`config.mk`:
```
export PLATFORM = sky130hd
export DESIGN_NAME = pc_shot_engine
export DESIGN_NICKNAME = d
export VERILOG_FILES = /design/src/rtl/battleship_pkg.sv /design/src/rtl/lfsr5.sv /design/src/rtl/pc_shot_engine.sv
export SDC_FILE = /design/constraint.sdc
export NUM_CORES = 1
export LEC_CHECK = 0
export BUFFER_PORTS_ARGS = -buffer_cell sky130_fd_sc_hd__buf_2
export CORE_ASPECT_RATIO = 2
export CORE_MARGIN = 2
export CORE_UTILIZATION = 50
export CTS_BUF_LIST = sky130_fd_sc_hd__clkbuf_4 sky130_fd_sc_hd__clkbuf_8
export CTS_CLUSTER_SIZE = 25
export DETAILED_ROUTE_END_ITERATION = 16
export PLACE_DENSITY = 0.68
export SKIP_CTS_REPAIR_TIMING = 1
export SLEW_MARGIN = 20
export SYNTH_ARGS = -nofsm -noshare
export SYNTH_HDL_FRONTEND = slang
export SYNTH_HIERARCHICAL = 1
export SYNTH_SLANG_ARGS = --single-unit
```
`constraint.sdc`:
```
create_clock -name clk -period 5.35 [get_ports clk]
set_clock_uncertainty 0.05 [all_clocks]
set_input_delay 0 -clock clk [delete_from_list [all_inputs] [get_ports clk]]
set_output_delay 0 -clock clk [all_outputs]
set_load 0.05 [all_outputs]
```
`src/rtl/battleship_pkg.sv`:
```
`default_nettype none
// +--------------------------------------------------------------------------+
// | Package    : battleship_pkg                                              |
// | Description: Shared board geometry, PC shot engine state encoding and    |
// |              cell-index to row/column conversion helpers.                |
// | Revision   : 1.0 - initial release                                       |
// +--------------------------------------------------------------------------+
package battleship_pkg;

  localparam int BOARD_DIM = 5;
  localparam int CELLS     = BOARD_DIM * BOARD_DIM;

  typedef enum logic [1:0] {
    ST_IDLE   = 2'd0,
    ST_SEARCH = 2'd1,
    ST_COMMIT = 2'd2,
    ST_DONE   = 2'd3
  } shot_state_e;

  // Row of a cell index (idx / BOARD_DIM), built from compares so no divider
  // is inferred.
  function automatic logic [2:0] idx_to_row(input logic [4:0] idx);
    logic [2:0] row;
    row = 3'd0;
    for (int r = 1; r < BOARD_DIM; r++) begin
      if (idx >= 5'(r * BOARD_DIM)) row = 3'(r);
    end
    return row;
  endfunction

  // Column of a cell index (idx % BOARD_DIM).
  function automatic logic [2:0] idx_to_col(input logic [4:0] idx);
    logic [4:0] base;
    base = 5'(idx_to_row(idx)) * 5'(BOARD_DIM);
    return 3'(idx - base);
  endfunction

endpackage
`default_nettype wire

```
`src/rtl/lfsr5.sv`:
```
`default_nettype none
// +--------------------------------------------------------------------------+
// | Module     : lfsr5                                                       |
// | Description: Free-running 5-bit Fibonacci LFSR, polynomial x^5+x^3+1,    |
// |              maximal length (31 states, never zero for a nonzero seed).  |
// | Ports      : clk   - clock                                               |
// |              rst   - asynchronous active-high reset (loads SEED)         |
// |              value - current LFSR state                                  |
// | Revision   : 1.0 - initial release                                       |
// +--------------------------------------------------------------------------+
module lfsr5 #(
  parameter logic [4:0] SEED = 5'b00001
) (
  input  logic       clk,
  input  logic       rst,
  output logic [4:0] value
);

  logic [4:0] lfsr_q;
  logic [4:0] lfsr_d;

  always_comb begin
    lfsr_d = {lfsr_q[3:0], lfsr_q[4] ^ lfsr_q[2]};
  end

  always_ff @(posedge clk or posedge rst) begin
    if (rst) lfsr_q <= SEED;
    else     lfsr_q <= lfsr_d;
  end

  assign value = lfsr_q;

endmodule
`default_nettype wire

```
`src/rtl/pc_shot_engine.sv`:
```
`default_nettype none
// +--------------------------------------------------------------------------+
// | Module     : pc_shot_engine                                              |
// | Description: Picks a random not-yet-fired cell for the PC player, reports|
// |              hit/miss against the player's ship map and flags the win.   |
// | Ports      : clk, rst     - clock, asynchronous active-high reset        |
// |              clear        - synchronous new-game clear                   |
// |              turno_pc     - request one PC shot                          |
// |              ship_map     - player ship occupancy, bit i = cell i        |
// |              shot_valid   - one-cycle pulse, shot fields valid           |
// |              shot_row/col - coordinates of the last shot                 |
// |              shot_hit     - last shot struck a ship                      |
// |              pc_win       - every ship cell has been hit (sticky)        |
// |              busy         - shot in progress                             |
// |              no_shot      - request refused, board fully fired           |
// | Revision   : 1.0 - initial release                                       |
// +--------------------------------------------------------------------------+
module pc_shot_engine
  import battleship_pkg::*;
#(
  parameter int         BOARD_DIM = 5,
  parameter logic [4:0] LFSR_SEED = 5'b00001
) (
  input  logic             clk,
  input  logic             rst,
  input  logic             clear,
  input  logic             turno_pc,
  input  logic [CELLS-1:0] ship_map,
  output logic             shot_valid,
  output logic [2:0]       shot_row,
  output logic [2:0]       shot_col,
  output logic             shot_hit,
  output logic             pc_win,
  output logic             busy,
  output logic             no_shot
);

  localparam int NCELLS = BOARD_DIM * BOARD_DIM;

  shot_state_e      state_q, state_d;
  logic [4:0]       idx_q, idx_d;
  logic [CELLS-1:0] fired_q, fired_d;
  logic [CELLS-1:0] hits_q, hits_d;
  logic             shot_valid_q, shot_valid_d;
  logic [2:0]       shot_row_q, shot_row_d;
  logic [2:0]       shot_col_q, shot_col_d;
  logic             shot_hit_q, shot_hit_d;
  logic             pc_win_q, pc_win_d;
  logic             busy_q, busy_d;
  logic             no_shot_q, no_shot_d;

  logic [4:0]       lfsr_val;
  logic [4:0]       cand;
  logic             cand_ok;
  logic [31:0]      fired_ext;
  logic [CELLS-1:0] idx_onehot;
  logic [CELLS-1:0] hits_next;

  lfsr5 #(
    .SEED (LFSR_SEED)
  ) u_lfsr (
    .clk   (clk),
    .rst   (rst),
    .value (lfsr_val)
  );

  always_comb begin
    // LFSR runs 1..31, so lfsr-1 covers 0..30; values 25..30 are off-board
    // and simply cost one more search cycle.
    cand       = lfsr_val - 5'd1;
    // Zero-extended copy lets off-board candidates index safely.
    fired_ext  = {{(32 - CELLS){1'b0}}, fired_q};
    cand_ok    = (cand < 5'(NCELLS)) && !fired_ext[cand];
    idx_onehot = {{(CELLS - 1){1'b0}}, 1'b1} << idx_q;
    hits_next  = hits_q | (ship_map[idx_q] ? idx_onehot : '0);

    state_d      = state_q;
    idx_d        = idx_q;
    fired_d      = fired_q;
    hits_d       = hits_q;
    shot_valid_d = 1'b0;
    shot_row_d   = shot_row_q;
    shot_col_d   = shot_col_q;
    shot_hit_d   = shot_hit_q;
    pc_win_d     = pc_win_q;
    no_shot_d    = 1'b0;

    case (state_q)
      ST_IDLE: begin
        if (turno_pc) begin
          if (fired_q == '1) no_shot_d = 1'b1;
          else               state_d   = ST_SEARCH;
        end
      end
      ST_SEARCH: begin
        // Shot fields are loaded on entry to COMMIT so they are registered
        // and valid for the whole COMMIT cycle.
        if (cand_ok) begin
          idx_d        = cand;
          state_d      = ST_COMMIT;
          shot_valid_d = 1'b1;
          shot_row_d   = idx_to_row(cand);
          shot_col_d   = idx_to_col(cand);
          shot_hit_d   = ship_map[cand];
        end
      end
      ST_COMMIT: begin
        fired_d = fired_q | idx_onehot;
        hits_d  = hits_next;
        if ((ship_map != '0) && ((hits_next & ship_map) == ship_map)) begin
          pc_win_d = 1'b1;
          state_d  = ST_DONE;
        end else begin
          state_d = ST_IDLE;
        end
      end
      ST_DONE: begin
        state_d = ST_DONE;
      end
      default: begin
        state_d = ST_IDLE;
      end
    endcase

    // New-game clear overrides everything above, including a shot request.
    if (clear) begin
      state_d      = ST_IDLE;
      fired_d      = '0;
      hits_d       = '0;
      pc_win_d     = 1'b0;
      shot_hit_d   = 1'b0;
      shot_valid_d = 1'b0;
      no_shot_d    = 1'b0;
    end

    busy_d = (state_d == ST_SEARCH) || (state_d == ST_COMMIT);
  end

  always_ff @(posedge clk or posedge rst) begin
    if (rst) begin
      state_q      <= ST_IDLE;
      idx_q        <= 5'd0;
      fired_q      <= '0;
      hits_q       <= '0;
      shot_valid_q <= 1'b0;
      shot_row_q   <= 3'd0;
      shot_col_q   <= 3'd0;
      shot_hit_q   <= 1'b0;
      pc_win_q     <= 1'b0;
      busy_q       <= 1'b0;
      no_shot_q    <= 1'b0;
    end else begin
      state_q      <= state_d;
      idx_q        <= idx_d;
      fired_q      <= fired_d;
      hits_q       <= hits_d;
      shot_valid_q <= shot_valid_d;
      shot_row_q   <= shot_row_d;
      shot_col_q   <= shot_col_d;
      shot_hit_q   <= shot_hit_d;
      pc_win_q     <= pc_win_d;
      busy_q       <= busy_d;
      no_shot_q    <= no_shot_d;
    end
  end

  assign shot_valid = shot_valid_q;
  assign shot_row   = shot_row_q;
  assign shot_col   = shot_col_q;
  assign shot_hit   = shot_hit_q;
  assign pc_win     = pc_win_q;
  assign busy       = busy_q;
  assign no_shot    = no_shot_q;

endmodule
`default_nettype wire

```
==> impl_metrics.py, run 1 <==
metrics = {
    "clock_network": {
        "cts_buffer_depth": 2,
        "clkTransAtPathRegs_ns": 0.08,
        "clock-sinks": 73,
        "cts_root_buf": "clkbuf_8",
        "cts_tree": "built",
        "cts_max_level": 3,
        "clkLatencyLatePin_ns": 0.36,
        "cts_made_buffers": 9,
    },
    "critical_path": {
        "rr_worst_depth": 8,
        "cp.required_ns": 5.61,
        "startpoint": "u_lfsr/value[0]",
        "crit_path_start_kind": "register",
        "reg2reg_slack_ns": 1.32,
        "worst_ep_arrival_time_ns": 4.29,
        "crit_path_end_kind": "register",
        "reg2reg_to": "shot_row[2]",
        "worst-path-max-fanout": 24,
        "worstSetupPathType": "reg -> reg",
        "r2r_start": "u_lfsr/value[0]",
    },
    "drt": {
        "wl_met3_um": 456,
        "drt-initial-drc-count": 322,
        "vias": 3711,
        "route.top_layer_used": "met4",
        "drc_errors": 0,
        "wl_per_cell_um": 22.23,
        "drt-met1-wl_um": 4770,
        "ant_nets": 0,
        "firstDrtPassIters": 5,
        "met2_length_um": 6752,
        "via_per_inst": 6.387,
        "wl_um": 12910,
    },
    "power_and_ir_drop": {
        "internal_power_mw": 0.9013,
        "seq_power_share": 0.469,
        "swShare": 0.2363,
        "power_per_cell_area_nw_per_um2": 248.0,
        "comb_power_share": 0.064,
        "p_sw_mw": 0.2788,
        "power.share.clock": 0.467,
        "power_mw": 1.180,
        "peakVddDrop_mv": 0.2444,
        "leakage_nw": 1.993,
    },
    "finish": {
        "n_antenna_cell": 0,
        "fin_nets": 512,
        "fin_util": 0.5739,
        "drive_above_1_share": 0.1698,
        "design_area_um2": 4758,
        "syn2layout_area_growth_pct": 11.62,
    },
    "sta": {
        "fin_crit_sh": 0.7535,
        "final-setup-viol-count": 0,
        "setup_tns_ns": 0,
        "fmax_mhz": 248.1,
        "worst_pin_slew_ns": 1.050,
        "slew_headroom": 0.2946,
        "hold_viol": 0,
        "rsz0062_at_grt": "false",
        "fin_crit_ns": 4.031,
        "slew_viol_final": 0,
    },
    "synth": {
        "syn_inst": 448,
        "ys_seq_elements": 73,
        "synthTopCellsByArea": "dfrtp_1 (42%), mux4_2 (7.9%), o22ai_1 (4.0%), nor2_1 (3.7%), a21oi_1 (3.5%)",
        "syn-num-nets": 482,
        "synth_most_common_cell": "dfrtp_1",
        "synth_flop_cell": "dfrtp_1",
        "synthTopCellsByCount": "dfrtp_1 (72), nor2_1 (42), inv_1 (39)",
        "syn_area_um2": 4263,
        "synth.avg_cell_area_um2": 9.515,
        "yosysSeqAreaShare": 0.4288,
        "ys_types": 58,
        "synth_top_area_frac": 0.4227,
        "async_reset_ff_frac": 1.000,
        "yosysWarnings": 6,
        "synth_edf_count": 0,
        "yosysTopAreaCell": "dfrtp_1",
    },
    "floorplanning": {
        "fp.dieH_um": 134.6,
        "start_util": 0.5141,
        "io_pins": 40,
        "core_area_um2": 8292,
        "fp.dieW_um": 69.29,
        "core.rowCount": 47,
        "dieArea_um2": 9325,
    },
    "placement": {
        "place.port_buffers": 39,
        "placed_area_um2": 4476,
        "place.detailed.hpwl_um": 9301,
        "routabilityCongestion": 0.9143,
    },
    "global_routing": {
        "grt_usage": 0.2971,
        "grt_pass1_vias": 3789,
        "antenna_found_initial": 0,
        "grt_pass1_wl_um": 20870,
        "overflow": 0,
        "grt_start_max_net_pins": 69,
    },
    "run": {
        "max_cap_violations": 0,
    },
    "run_status": {
        "outcome": "finished clean",
    },
    "min_path": {
        "hp-class": "in -> async",
    },
}
==> cell families after synthesis <==
group,after synthesis,synth area share
mux,30,0.1151
compound gates,112,0.1708
xor+xnor,8,0.01644
simple gates,153,0.1846
flops,73,0.4288
buf+inv,67,0.06780
fa+ha+maj,5,0.01644
==> metrics by stage <==
stage / instances / hold WS, ns / setup WS (ns)
2_1_floorplan: 448 / -0.2722 / 1.450
3_3_place_gp: 562 / -0.1265 / 1.437
3_5_place_dp: 562 / -0.1258 / 1.338
4_1_cts: 578 / -0.5292 / 1.307
5_1_grt: 581 / 0.04086 / 1.132
6_report: 581 / 0.02904 / 1.319
==> worst max-delay path, stage by stage, from the launching register on <==
cell and delay (ns):
dfstp_2 0.53, buf_4 0.34, inv_1 0.13, ha_1 0.87, mux4_2 0.41, mux4_2 0.51
a2111o_1 0.69, a211oi_1 0.32, a21o_1 0.11
==> registers in the layout, summed over array words and instances (netlist names) <==
register and count:
shot_col 3, pc_win 1, busy 1, shot_valid 1
shot_hit 1, u_lfsr/value 5, fired_q 25, state_q 2
idx_q 5, shot_row 3, hits_q 25, no_shot 1
==> routing by layer <==
| metal | track usage | vias to the layer above |
|---|---|---|
| met5 | 0 | - |
| met4 | 0.2059 | 0 |
| met3 | 0.05373 | 49 |
| met2 | 0.5043 | 137 |
| met1 | 0.3345 | 1817 |
| li1 | - | 1708 |
==> power by group through the flow <==
stage	Sequential (mW)	Combinational, mW	Clock, mW
6_report	0.553	0.0756	0.551
5_1_grt	0.553	0.0826	0.581
4_1_cts	0.553	0.0726	0.560
3_5_place_dp	0.564	0.0724	0
3_3_place_gp	0.564	0.0721	0
2_1_floorplan	0.566	0.0373	0
==> layout make-up <==
cell class,instances,area (µm²)
repair buffers,47,265.3
fillers,759,3533
multi-input cells,308,2146
clock inverters,6,112.6
well taps,98,122.6
inverters,39,146.4
clock buffers,10,137.6
flip-flops and latches,73,1828
==> cell usage in the layout (no fill, tap or decap), types with 3 or more instances in the layout <==
cell	instances
inv_1	38
o21ai_0	13
xor2_1	3
o22ai_1	27
a31oi_1	5
or3_1	4
and2_1	4
nor2_1	42
a21oi_1	30
nor3_1	8
buf_2	38
a311oi_1	4
mux4_2	15
clkbuf_8	10
nand4_1	14
nor4_1	8
a41oi_1	5
nand3b_1	3
nand3_1	6
a22oi_1	6
xnor2_1	5
dfrtp_1	72
nor2b_1	15
bufinv_16	3
ha_1	4
nand2b_1	8
dlygate4sd3_1	3
nand2_1	29
mux2i_1	13
buf_4	6
==> how the worst max path moves through the flow <==
stage / to / slack [ns] / cells after the start
after floorplan: shot_col[2] / 1.45 / 15
after global placement: shot_row[0] / 1.44 / 7
after detailed placement: shot_row[2] / 1.34 / 8
after CTS: shot_row[2] / 1.31 / 8
after global routing: state_q[1] / 1.13 / 8
final: shot_row[2] / 1.32 / 8
Power figures use the tool's default switching activity.
==> run 2, diff against run 1 <==
PLACE_DENSITY = 0.71   (was 0.68)
clock period = 3.6 ns   (was 5.35 ns; I/O delays follow)
==> impl_metrics.py, run 2 (synthesis results as in run 1) <==
metrics = {
    "clock_network": {
        "cts_made_buffers": 9,
        "cts_root_buf": "clkbuf_8",
        "clock-sinks": 73,
        "cts_tree": "built",
        "cts_buffer_depth": 2,
        "cts_max_level": 3,
        "clkLatencyLatePin_ns": 0.38,
        "clkTransAtPathRegs_ns": 0.08,
    },
    "sta": {
        "fin_crit_ns": 3.267,
        "worst_pin_slew_ns": 1.077,
        "finalWorstSetupSlack_ns": 0.3332,
        "slew_viol_final": 0,
        "fmax_mhz": 306.1,
        "whs_ns": 0.02780,
        "rsz0062_at_grt": "false",
        "final-setup-viol-count": 0,
        "hold_viol": 0,
        "fin_crit_sh": 0.9074,
        "slew_headroom": 0.2821,
        "setup_tns_ns": 0,
    },
    "critical_path": {
        "worst_ep_arrival_time_ns": 3.46,
        "path_cells": "inv_1 -> ha_1 -> buf_4 -> nor2b_1 -> a211o_1 -> mux2i_1 -> o22ai_1 -> ha_1 -> inv_1 -> fa_1 -> xor2_1 -> xnor2_1 -> o21ai_0",
        "reg2reg_slack_ns": 0.33,
        "cp.required_ns": 3.79,
        "cpPeakStageDelay_ns": 0.53,
        "crit_path_start_kind": "register",
        "reg2reg_to": "shot_col[2]",
        "r2r_start": "u_lfsr/value[0]",
        "cp_num_buf_inv": 3,
        "worst-path-max-fanout": 9,
        "rr_worst_depth": 13,
        "path_depth": 13,
        "worstSetupPathType": "reg -> reg",
        "cp_slowest_cell": "dfstp_2",
        "critical_path.top_delay_family": "adder cells",
        "crit_path_end_kind": "register",
    },
    "run_status": {
        "outcome": "finished clean",
    },
    "drt": {
        "firstDrtPassIters": 5,
        "vias": 3814,
        "wl_per_cell_um": 22.17,
        "via_per_inst": 6.464,
        "drt-initial-drc-count": 378,
        "wl_um": 13080,
        "drc_errors": 0,
        "ant_nets": 0,
    },
    "power_and_ir_drop": {
        "swShare": 0.2580,
        "power.share.clock": 0.417,
        "comb_power_share": 0.070,
        "power_mw": 1.602,
        "leakage_nw": 2.007,
        "p_sw_mw": 0.4134,
        "seq_power_share": 0.513,
        "internal_power_mw": 1.189,
        "power_per_cell_area_nw_per_um2": 335.7,
        "peakVddDrop_mv": 0.2461,
    },
    "global_routing": {
        "grt_pass1_wl_um": 20330,
        "antenna_found_initial": 0,
        "grt_usage": 0.2912,
        "grt_start_max_net_pins": 61,
        "overflow": 0,
        "grt_pass1_vias": 3834,
    },
    "floorplanning": {
        "dieArea_um2": 9325,
        "fp.dieW_um": 69.29,
        "start_util": 0.5141,
        "fp.dieH_um": 134.6,
        "core.rowCount": 47,
        "io_pins": 40,
        "core_area_um2": 8292,
    },
    "placement": {
        "placed_area_um2": 4543,
        "routabilityCongestion": 0.9375,
        "dpl_worst_slack_ns": 0.3346,
        "placed_cells": 571,
        "place.port_buffers": 39,
        "place.detailed.hpwl_um": 9618,
    },
    "finish": {
        "design_area_um2": 4772,
        "layout_commonest_cell": "dfrtp_1",
        "reg_top3": "fired_q (25), hits_q (25)",
        "fin_nets": 521,
        "mostFrequentLayoutCells": "dfrtp_1 (72), nor2_1 (42), buf_2 (39)",
        "fin_util": 0.5755,
        "fill_cells": 708,
        "drive_above_1_share": 0.1850,
        "syn2layout_area_growth_pct": 11.95,
        "n_antenna_cell": 0,
        "fin_cells": 590,
    },
    "run": {
        "max_cap_violations": 0,
    },
    "min_path": {
        "hp-class": "in -> async",
    },
}
## run 2: power by group through the flow
stage / Clock, mW / Combinational, mW / Sequential [mW]
after floorplan: 0 / 0.0555 / 0.841
after global placement: 0 / 0.108 / 0.838
after detailed placement: 0 / 0.108 / 0.838
after CTS: 0.679 / 0.109 / 0.822
after global routing: 0.709 / 0.122 / 0.823
final: 0.668 / 0.112 / 0.822
## run 2: worst max-delay path by stage
stage	from	endpoint	slack, ns
detailed placement	u_lfsr/value[0]	shot_col[2]	0.33
finish	u_lfsr/value[0]	shot_col[2]	0.33
floorplan	u_lfsr/value[0]	shot_col[2]	0.02
CTS	u_lfsr/value[0]	shot_col[2]	0.34
global route	u_lfsr/value[0]	shot_col[2]	0.15
global placement	u_lfsr/value[0]	shot_row[0]	0.43
## run 2: routing by layer
metal  wire length (µm)  GRT usage
met1               4549     0.3075
met2               6701     0.4893
met3                702    0.06045
met4               1128     0.2451
met5                  0          0
## run 2: cell type report
cell class	count	area [µm²]	share of cell area
clock buffers	10	131.4	0.02753
clock inverters	6	67.56	0.01416
inverters	39	146.4	0.03068
multi-input cells	308	2146	0.4497
flip-flops and latches	73	1828	0.3831
well taps	98	122.6	0.02569
repair buffers	56	330.3	0.06922
## run 2: worst reg2reg max path, cell delays in order, from the launching register on
cell	delay, ns
dfstp_2	0.53
inv_1	0.05
ha_1	0.52
buf_4	0.23
nor2b_1	0.19
a211o_1	0.14
mux2i_1	0.08
o22ai_1	0.27
ha_1	0.20
inv_1	0.05
fa_1	0.40
xor2_1	0.19
xnor2_1	0.13
o21ai_0	0.08
